<file path="src/rtl/bridge_int_ctrl_pkg.sv">
// rtl/bridge_int_ctrl_pkg.sv - address map, register offsets and interrupt bit indices for the bridge
package bridge_int_ctrl_pkg;

  localparam logic [31:0] DEV0_BASE  = 32'h0000_7F00;
  localparam logic [31:0] DEV1_BASE  = 32'h0000_7F10;
  localparam logic [31:0] ICTRL_BASE = 32'h0000_7F20;

  // Word offsets (PrAddr[3:2]) inside a 16-byte window; offset 3 is outside the 12-byte span.
  localparam logic [1:0] OFF_IMASK = 2'd0;
  localparam logic [1:0] OFF_IPEND = 2'd1;
  localparam logic [1:0] OFF_IMODE = 2'd2;
  localparam logic [1:0] OFF_HOLE  = 2'd3;

  localparam int NSRC      = 3;
  localparam int SRC_DEV0  = 0;
  localparam int SRC_DEV1  = 1;
  localparam int SRC_EXT   = 2;
  localparam int HWINT_LSB = 2;

endpackage

</file>
<file path="src/rtl/bridge_int_ctrl_irq_sync_edge.sv">
// rtl/bridge_int_ctrl_irq_sync_edge.sv - optional synchroniser plus rising-edge detect for one irq source
module irq_sync_edge #(
  parameter int STAGES = 2,
  parameter bit BYPASS = 1'b0
) (
  input  logic i_clk,
  input  logic i_rst_n,
  input  logic i_src,
  output logic o_level,
  output logic o_rise
);

  logic w_level;
  logic r_src_d;

  generate
    if (BYPASS) begin : g_bypass
      assign w_level = i_src;
    end else begin : g_sync
      logic [STAGES-1:0] r_sync;
      always_ff @(posedge i_clk or negedge i_rst_n) begin
        if (!i_rst_n) r_sync <= '0;
        else          r_sync <= {r_sync[STAGES-2:0], i_src};
      end
      assign w_level = r_sync[STAGES-1];
    end
  endgenerate

  always_ff @(posedge i_clk or negedge i_rst_n) begin
    if (!i_rst_n) r_src_d <= 1'b0;
    else          r_src_d <= w_level;
  end

  assign o_level = w_level;
  assign o_rise  = w_level & ~r_src_d;

endmodule

</file>
<file path="src/rtl/bridge_int_ctrl.sv">
// rtl/bridge_int_ctrl.sv - Pr-bus bridge to timer0/timer1 with a three-source masked interrupt controller
module bridge_int_ctrl
  import bridge_int_ctrl_pkg::*;
#(
  parameter int SYNC_STAGES = 2
) (
  input  logic        clk,
  input  logic        reset,
  input  logic [31:0] PrAddr,
  input  logic        PrWE,
  input  logic [31:0] PrWD,
  output logic [31:0] PrRD,
  output logic [1:0]  dev_addr,
  output logic [31:0] dev_wd,
  output logic        dev0_we,
  output logic        dev1_we,
  input  logic [31:0] dev0_rd,
  input  logic [31:0] dev1_rd,
  input  logic [1:0]  dev_irq,
  input  logic        ext_irq,
  output logic [5:0]  HWInt,
  output logic        hit
);

  logic            w_in_span;
  logic            w_sel0;
  logic            w_sel1;
  logic            w_seli;
  logic            w_wr_ictrl;
  logic [NSRC-1:0] w_level;
  logic [NSRC-1:0] w_rise;
  logic [NSRC-1:0] w_clr;
  logic [NSRC-1:0] w_pend_nxt;
  logic [31:0]     w_ictrl_rd;
  logic            w_unused_addr;

  logic [NSRC-1:0] r_imask;
  logic [NSRC-1:0] r_imode;
  logic [NSRC-1:0] r_pend;

  assign w_in_span     = (PrAddr[3:2] != OFF_HOLE);
  assign w_sel0        = (PrAddr[31:4] == DEV0_BASE[31:4])  && w_in_span;
  assign w_sel1        = (PrAddr[31:4] == DEV1_BASE[31:4])  && w_in_span;
  assign w_seli        = (PrAddr[31:4] == ICTRL_BASE[31:4]) && w_in_span;
  assign w_wr_ictrl    = PrWE && w_seli;
  assign w_unused_addr = ^PrAddr[1:0];

  assign hit      = w_sel0 | w_sel1 | w_seli;
  assign dev_addr = PrAddr[3:2];
  assign dev_wd   = PrWD;
  assign dev0_we  = PrWE & w_sel0;
  assign dev1_we  = PrWE & w_sel1;

  // Timer irqs already live in the clk domain, so only the edge detector is needed there.
  irq_sync_edge #(.STAGES(SYNC_STAGES), .BYPASS(1'b1)) u_sync_dev0 (
    .i_clk(clk), .i_rst_n(reset), .i_src(dev_irq[0]),
    .o_level(w_level[SRC_DEV0]), .o_rise(w_rise[SRC_DEV0])
  );

  irq_sync_edge #(.STAGES(SYNC_STAGES), .BYPASS(1'b1)) u_sync_dev1 (
    .i_clk(clk), .i_rst_n(reset), .i_src(dev_irq[1]),
    .o_level(w_level[SRC_DEV1]), .o_rise(w_rise[SRC_DEV1])
  );

  irq_sync_edge #(.STAGES(SYNC_STAGES), .BYPASS(1'b0)) u_sync_ext (
    .i_clk(clk), .i_rst_n(reset), .i_src(ext_irq),
    .o_level(w_level[SRC_EXT]), .o_rise(w_rise[SRC_EXT])
  );

  // W1C only touches edge-mode bits; a new edge in the clearing cycle keeps the bit set.
  always_comb begin
    w_clr      = (w_wr_ictrl && PrAddr[3:2] == OFF_IPEND) ? PrWD[NSRC-1:0] : '0;
    w_pend_nxt = r_pend;
    for (int i = 0; i < NSRC; i++) begin
      if (r_imode[i]) w_pend_nxt[i] = w_rise[i] | (r_pend[i] & ~w_clr[i]);
      else            w_pend_nxt[i] = w_level[i];
    end
  end

  always_ff @(posedge clk or negedge reset) begin
    if (!reset) begin
      r_imask <= '0;
      r_imode <= '0;
      r_pend  <= '0;
    end else begin
      if (w_wr_ictrl && PrAddr[3:2] == OFF_IMASK) r_imask <= PrWD[NSRC-1:0];
      if (w_wr_ictrl && PrAddr[3:2] == OFF_IMODE) r_imode <= PrWD[NSRC-1:0];
      r_pend <= w_pend_nxt;
    end
  end

  always_comb begin
    w_ictrl_rd = '0;
    case (PrAddr[3:2])
      OFF_IMASK: w_ictrl_rd[NSRC-1:0] = r_imask;
      OFF_IPEND: w_ictrl_rd[NSRC-1:0] = r_pend;
      OFF_IMODE: w_ictrl_rd[NSRC-1:0] = r_imode;
      default:   w_ictrl_rd = '0;
    endcase
  end

  always_comb begin
    PrRD = '0;
    if (w_sel0)      PrRD = dev0_rd;
    else if (w_sel1) PrRD = dev1_rd;
    else if (w_seli) PrRD = w_ictrl_rd;
  end

  assign HWInt = {3'b000, r_pend & r_imask};

endmodule

</file>
<file path="config.mk">
export PLATFORM = sky130hd
export DESIGN_NAME = bridge_int_ctrl
export DESIGN_NICKNAME = d
export VERILOG_FILES = /design/src/rtl/bridge_int_ctrl_pkg.sv /design/src/rtl/bridge_int_ctrl_irq_sync_edge.sv /design/src/rtl/bridge_int_ctrl.sv
export SDC_FILE = /design/constraint.sdc
export NUM_CORES = 1
export LEC_CHECK = 0
export CAP_MARGIN = 10
export CORE_ASPECT_RATIO = 0.7
export CORE_MARGIN = 1.5
export CORE_UTILIZATION = 25
export DETAILED_ROUTE_END_ITERATION = 10
export GPL_TIMING_DRIVEN = 0
export HOLD_SLACK_MARGIN = 0.12
export PLACE_DENSITY = 0.87
export SETUP_SLACK_MARGIN = 0.02
export SLEW_MARGIN = 15
export SYNTH_ARGS = -nofsm -noshare
export SYNTH_HDL_FRONTEND = slang
export SYNTH_SLANG_ARGS = --single-unit
</file>
<file path="constraint.sdc">
create_clock -name clk -period 5.1 [get_ports clk]
set_clock_uncertainty 0.05 [all_clocks]
set_input_delay 1.275 -clock clk [delete_from_list [all_inputs] [get_ports clk]]
set_output_delay 1.275 -clock clk [all_outputs]
set_load 0.02 [all_outputs]
</file>
==> impl_metrics.json <==
{
  "worst_pin_slew_ns": 0.732,
  "dr_total_vias": 1974,
  "sw_frac_of_total_pct": 25.4,
  "route.detailed.drc": 0,
  "areaGrowthSynthToFinish_pct": 124,
  "ys_types": 30,
  "numCtsBuffers": 3,
  "critical_path_arrival_ns": 3.58,
  "intPower_mw": 0.307,
  "clkSinkCount": 14,
  "place.gp.congestion": 0.778,
  "pin_count": 209,
  "critical_path.top_delay_family": "buffers and inverters",
  "clk_pin_slew_ns": 0.06,
  "finalNetCount": 504,
  "grt_pass1_wl_um": 9690,
  "period_needed_ns": 4.91,
  "r2r_end": "r_pend[1]$_DFF_PN0_",
  "combPwrFrac_pct": 45.6,
  "num_rows": 23,
  "drv_cap": 0,
  "dieWidth_um": 97.7,
  "synthXorXnorAreaFrac_pct": 0,
  "crit_required_ns": 3.77,
  "clock_latency_ns": 0.25,
  "holdPathStages": 0,
  "cts_root_buf": "clkbuf_8",
  "antenna_cells": 0,
  "fillers": 513,
  "cts_hold_buf": 0,
  "htreeDepth": 1,
  "synth_edf_count": 0,
  "grt_usage_pct": 17.3,
  "ir_drop_v": 0.000205,
  "r2r_cells": 3,
  "path_cells": "clkdlybuf4s50_1 -> nor4b_2 -> nand4b_1 -> buf_4 -> or3_1 -> a21oi_1 -> clkdlybuf4s50_1",
  "p_leak_nw": 1.97,
  "finalSetupViolCount": 0,
  "crit_top_cell": "clkdlybuf4s50_1",
  "mappedNetlistArea_um2": 1570,
  "firstDrtPassIters": 4,
  "avgSynthCellArea_um2": 8.25,
  "finalPower_mw": 0.412,
  "maxSlewHeadroom_pct": 51.2,
  "wl_um": 6260,
  "fmax_ghz": 0.204,
  "synth_mux_area_share_pct": 24.7,
  "worstReg2RegStart": "r_imode[1]$_DFFE_PN0P_",
  "synth-compound-area-share_pct": 5.83,
  "place_hpwl_um": 5190,
  "max_stage_delay_ns": 0.66,
  "r2r_slack_ns": 4.18,
  "rsz0062_at_grt": "false",
  "synth_top_family_by_area": "simple AND/OR/NAND/NOR gates",
  "synth-adder-area-share_pct": 0,
  "layout-drive-gt1-share_pct": 16.3,
  "finalCritPeriodShare_pct": 96.2,
  "hold_class": "reg2reg",
  "synthArstFlopShare_pct": 100,
  "min_to": "u_sync_ext.g_sync.r_sync[1]$_DFF_PN0_",
  "power.density_nw_per_um2": 117,
  "cp_num_buf_inv": 3,
  "final_util_pct": 59.6,
  "ys_ff_latch": 14,
  "synth_top_flop_cell": "dfrtp_1",
  "port-buffer-count": 170,
  "start_util_pct": 26.6,
  "outcome": "finished clean",
  "grt_pass1_vias": 1901,
  "syn_inst": 190,
  "p_clk_share_pct": 26.3,
  "final_cells": 444,
  "path_max_fanout": 4,
  "yosys.area_share.simple_pct": 24.8,
  "synth_warnings": 0,
  "post-place-cells": 437,
  "finalHoldViolCount": 0,
  "core-area_um2": 5900,
  "dr.first_iter.drc_count": 34,
  "cts_tree": "yes",
  "min_from": "u_sync_ext.g_sync.r_sync[0]$_DFF_PN0_",
  "clockBufferDepth": 2,
  "startpoint_type": "input port",
  "slew_violations": 0,
  "critPathCaptureType": "primary output",
  "via_per_inst": 4.45,
  "grt_max_degree": 15,
  "die_y_um": 69.3,
  "wl_per_cell_um": 14.1,
  "antenna_found_initial": 0,
  "ant_nets": 0,
  "yosysSeqAreaShare_pct": 22.3,
  "p_sw_mw": 0.105,
  "critPathSlowestCell": "clkdlybuf4s50_1",
  "dieArea_um2": 6760,
  "path_class": "in2out",
  "holdWs_ns": 0.299,
  "pwr-share-seq_pct": 28.2,
  "overflow": 0
}
how the worst max path moves through the flow:
stage                           from       end  slack, ns  cells past startpoint
after floorplan           PrAddr[15]   dev0_we       0.85                      5
after global routing      PrAddr[28]       hit       0.03                      7
after CTS                 PrAddr[19]  PrRD[27]       0.02                      8
final                     PrAddr[15]       hit       0.19                      7
after detailed placement  PrAddr[19]  PrRD[29]       -0.1                      8
after global placement    PrAddr[19]  PrRD[15]      -0.13                      8
flip-flops by register name, summed over array words and instances, names as in the netlist:
name / count
u_sync_ext.r_src_d: 1
u_sync_dev1.r_src_d: 1
u_sync_dev0.r_src_d: 1
r_imask: 3
u_sync_ext.g_sync.r_sync: 2
r_imode: 3
r_pend: 3
placed cells by master, fill, tap and decap left out, types with 2 or more instances in the layout:
master and instances:
nor4_2 2, a21oi_1 4, clkdlybuf4s50_1 139, nand2_1 15, nor4_1 2, nor2_1 36, nor4b_2 2, a41oi_1 3
conb_1 3, dlymetal6s2s_1 27, o211ai_1 3, nor3b_1 2, and2_1 3, buf_4 40, buf_2 3, buf_6 3
nand3b_1 4, mux2_2 6, dlygate4sd2_1 4, a22oi_1 3, clkbuf_1 4, or3_1 2, mux2i_1 32, dfrtp_1 14
clkbuf_8 4
area by class of cell:
type	instances	area (µm²)	share of cell area, %
Timing Repair Buffer	173	1790	50.8
Sequential cell	14	350	9.96
Clock buffer	4	55.1	1.57
Multi-Input combinational cell	130	886	25.2
Buffer	48	345	9.82
Tap cell	75	93.8	2.67
routing by layer:
metal	track usage, %	routed length, µm	vias up
met5	0	0	-
met4	1.90	18	0
met3	3.83	418	2
met2	31.0	3170	86
met1	22.0	2650	913
li1	-	-	973
kinds of logic after synthesis:
logic type | Yosys count
compound gates | 13
mux | 38
other cells | 1
simple gates | 76
buf+inv | 48
flops | 14
per-stage QoR:
step | setup WS, ns | TNS [ns] | cell area (µm²)
floorplan | 0.855 | 0 | 1580
detailed placement | -0.0994 | -2.09 | 3370
global placement | -0.133 | -3.27 | 3370
CTS | 0.0210 | 0 | 3440
global route | 0.0337 | 0 | 3520
finish | 0.193 | 0 | 3520
synth_stat cells (3+ instances only):
cell       n  share of area, %
a21oi_1    4               1.3
a22oi_1    3               1.4
o211ai_1   3               1.4
mux2i_1   32                20
a41oi_1    3               1.7
buf_6      3               2.2
and2_1     3               1.2
nor2_1    36               8.6
dfrtp_1   14                22
nand2_1   15               3.6
buf_2      3              0.96
nand3b_1   4               1.9
clkbuf_1   4              0.96
mux2_2     6               4.3
buf_4     37                18
timing repair:
item / 4_1_cts / 5_1_grt
gates resized for setup: 4 / 28
hold endpoints to repair: 0 / 0
setup endpoints to repair: 31 / 28
pin swaps: 3 / 0
buffers inserted: 3 / 0
power groups by stage:
stage | Clock [mW] | Combinational (mW) | Sequential [mW]
2_1_floorplan | 0 | 0.0759 | 0.117
3_3_place_gp | 0 | 0.184 | 0.118
3_5_place_dp | 0 | 0.188 | 0.118
4_1_cts | 0.109 | 0.189 | 0.116
5_1_grt | 0.117 | 0.200 | 0.116
6_report | 0.108 | 0.188 | 0.116
Power figures use the tool's default switching activity.
==> RTL change (same flow settings) <==
`BYPASS` is set to 1'b1 in 2 places; all go to 1'b0.
--- a/src/rtl/bridge_int_ctrl.sv
+++ b/src/rtl/bridge_int_ctrl.sv
@@ -54,3 +54,3 @@
   // Timer irqs already live in the clk domain, so only the edge detector is needed there.
-  irq_sync_edge #(.STAGES(SYNC_STAGES), .BYPASS(1'b1)) u_sync_dev0 (
+  irq_sync_edge #(.STAGES(SYNC_STAGES), .BYPASS(1'b0)) u_sync_dev0 (
     .i_clk(clk), .i_rst_n(reset), .i_src(dev_irq[0]),
@@ -59,3 +59,3 @@
 
-  irq_sync_edge #(.STAGES(SYNC_STAGES), .BYPASS(1'b1)) u_sync_dev1 (
+  irq_sync_edge #(.STAGES(SYNC_STAGES), .BYPASS(1'b0)) u_sync_dev1 (
     .i_clk(clk), .i_rst_n(reset), .i_src(dev_irq[1]),
Behaviour: not the same (a bounded check fails within 4 cycles, from zero or initial values and one cycle with reset low).
==> RTL change against the original RTL <==
Cell area up 2.2%. Critical path depth unchanged. Global-route usage down 0.22 points. Maximum frequency down 1.7%. Combinational power up 2%. Die area up 8.1%. Area after synthesis up 8.5%. Power up 6.7%. Via count up 7.0%. Sequential power up 29%. Routed wire length up 9.4%. Sequential cell count up 4. Largest power group unchanged. Worst setup slack worse by 87 ps.
==> RTL change: results (changes against the original RTL) <==
| Metric | Value |
|---|---|
| CTS H-tree depth | `1 (unchanged)` |
| Worst skew pair latency | `250 ps (about the same)` |
| Clock transition at path regs | `60 ps (about the same)` |
| IO Port Bufs | `173 (+1.8%)` |
| Pre-antenna DRT Iters | `4 (unchanged)` |
| Crit-path max cell delay | `610 ps (-50 ps)` |
| DR vias | `2113 (+7.0%)` |
| Clk buf depth | `2 (unchanged)` |
| WP data arrival | `3670 ps (+90 ps)` |
| Detailed placement HPWL | `5830 um (+12%)` |
| Fraction of layout cells with a size suffix above 1 | `17.1% (+0.86 points)` |
| Root Buffer | `clkbuf_8` |
| Ant diodes | `0 (unchanged)` |
| Fin nets | `504 (unchanged)` |
| Mux contribution to synthesized area | `22.8% (-1.9 points)` |
| Worst vdd rail ir drop | `0.0705 mV (-66%)` |
| Synth cell count leaders | `buf_4, mux2i_1, nor2_1` |
| Avg WL per Cell | `14.9 um (+5.9%)` |
| Worst slew pin tran | `792 ps (+59.8 ps)` |
| Filler cells | `604 (+18%)` |
| Outcome | `finished clean` |
| First-pass GRT wire length | `9920 um (+2.3%)` |
| Setup WS pre-CTS | `-241 ps (-142 ps)` |
| CP top delay family | `buffers and inverters` |
| Largest net degree at the start of global routing | `19 (+4)` |
| Leak | `1.69 nW (-15%)` |
| Synth top area cells | `dfrtp_1, mux2i_1, buf_4` |
| Initial drt markers | `29 (-15%)` |
| CP Max Fanout | `10 (+6)` |
| Largest regs | `r_imask x3, r_imode x3, r_pend x3` |
| Total GRT Usage | `17.1% (-0.22 points)` |
| Num CTS Buffers | `3 (unchanged)` |
| Sequential element share of the synthesized area | `26.5% (+4.1 points)` |
| Post-Synth Adder-Cell Area | `0% (unchanged)` |
| Fraction of registers with async set/reset | `100% (unchanged)` |
| Compound-gate portion of the synthesized area | `6.62% (+0.80 points)` |
| Initial antenna violation count | `0 (unchanged)` |
| Cell variety after synth | `32 (+6.7%)` |
| RePlAce Congestion | `0.764 (-1.8%)` |
RTL change: where the power goes:
group | switching, mW | internal, mW | total, mW
sequential | 0.00247 | 0.148 | 0.150
combinational | 0.0657 | 0.126 | 0.192
clock | 0.0452 | 0.0525 | 0.0976
total | 0.113 | 0.326 | 0.440
RTL change: per-stage QoR:
step	std cells	hold slack [ps]	instance area, um^2
final	459	298	3600
after detailed placement	456	285	3550
after CTS	458	299	3560
after global routing	459	320	3600
after floorplan	192	281	1710
after global placement	456	285	3550
RTL change: area by class of cell:
cell class              instances  area share [%]
clock buffers                   3            1.15
plain buffers                  47            9.01
multi-input cells             123            26.1
flip-flops and latches         18            12.5
repair buffers                174            47.7
inverters                       3           0.313
well taps                      91            3.17
RTL change: path summary, 6_finish.rpt:
| path | startpoint | to | slack (ps) | cells past startpoint |
|---|---|---|---|---|
| worst max register to register | r_imode[1] | r_imode[1] | 4240 | 1 |
| worst max-delay path | PrAddr[27] | PrRD[26] | 110 | 7 |
| worst min register to register | u_sync_dev1.g_sync.r_sync[0] | u_sync_dev1.g_sync.r_sync[1] | 300 | 0 |
| max in group asynchronous | reset | r_pend[2] | 3070 | 1 |
| worst min-delay path | u_sync_dev1.g_sync.r_sync[0] | u_sync_dev1.g_sync.r_sync[1] | 300 | 0 |
| min in group asynchronous | reset | r_imask[2] | 1430 | 1 |
RTL change: routing by layer:
layer	up-vias	wire length, um	track usage, %
li1	991	-	-
met1	1010	2680	20.4
met2	102	3600	32.0
met3	10	507	3.47
met4	0	53	3.24
met5	-	0	0
RTL change: what timing repair did:
action | CTS | global route
pin swaps | 1 | 1
hold endpoints to repair | 0 | 0
resized for setup | 27 | 12
cloned | 0 | 0
buffers inserted | 0 | 1
endpoints found under the setup margin | 34 | 8
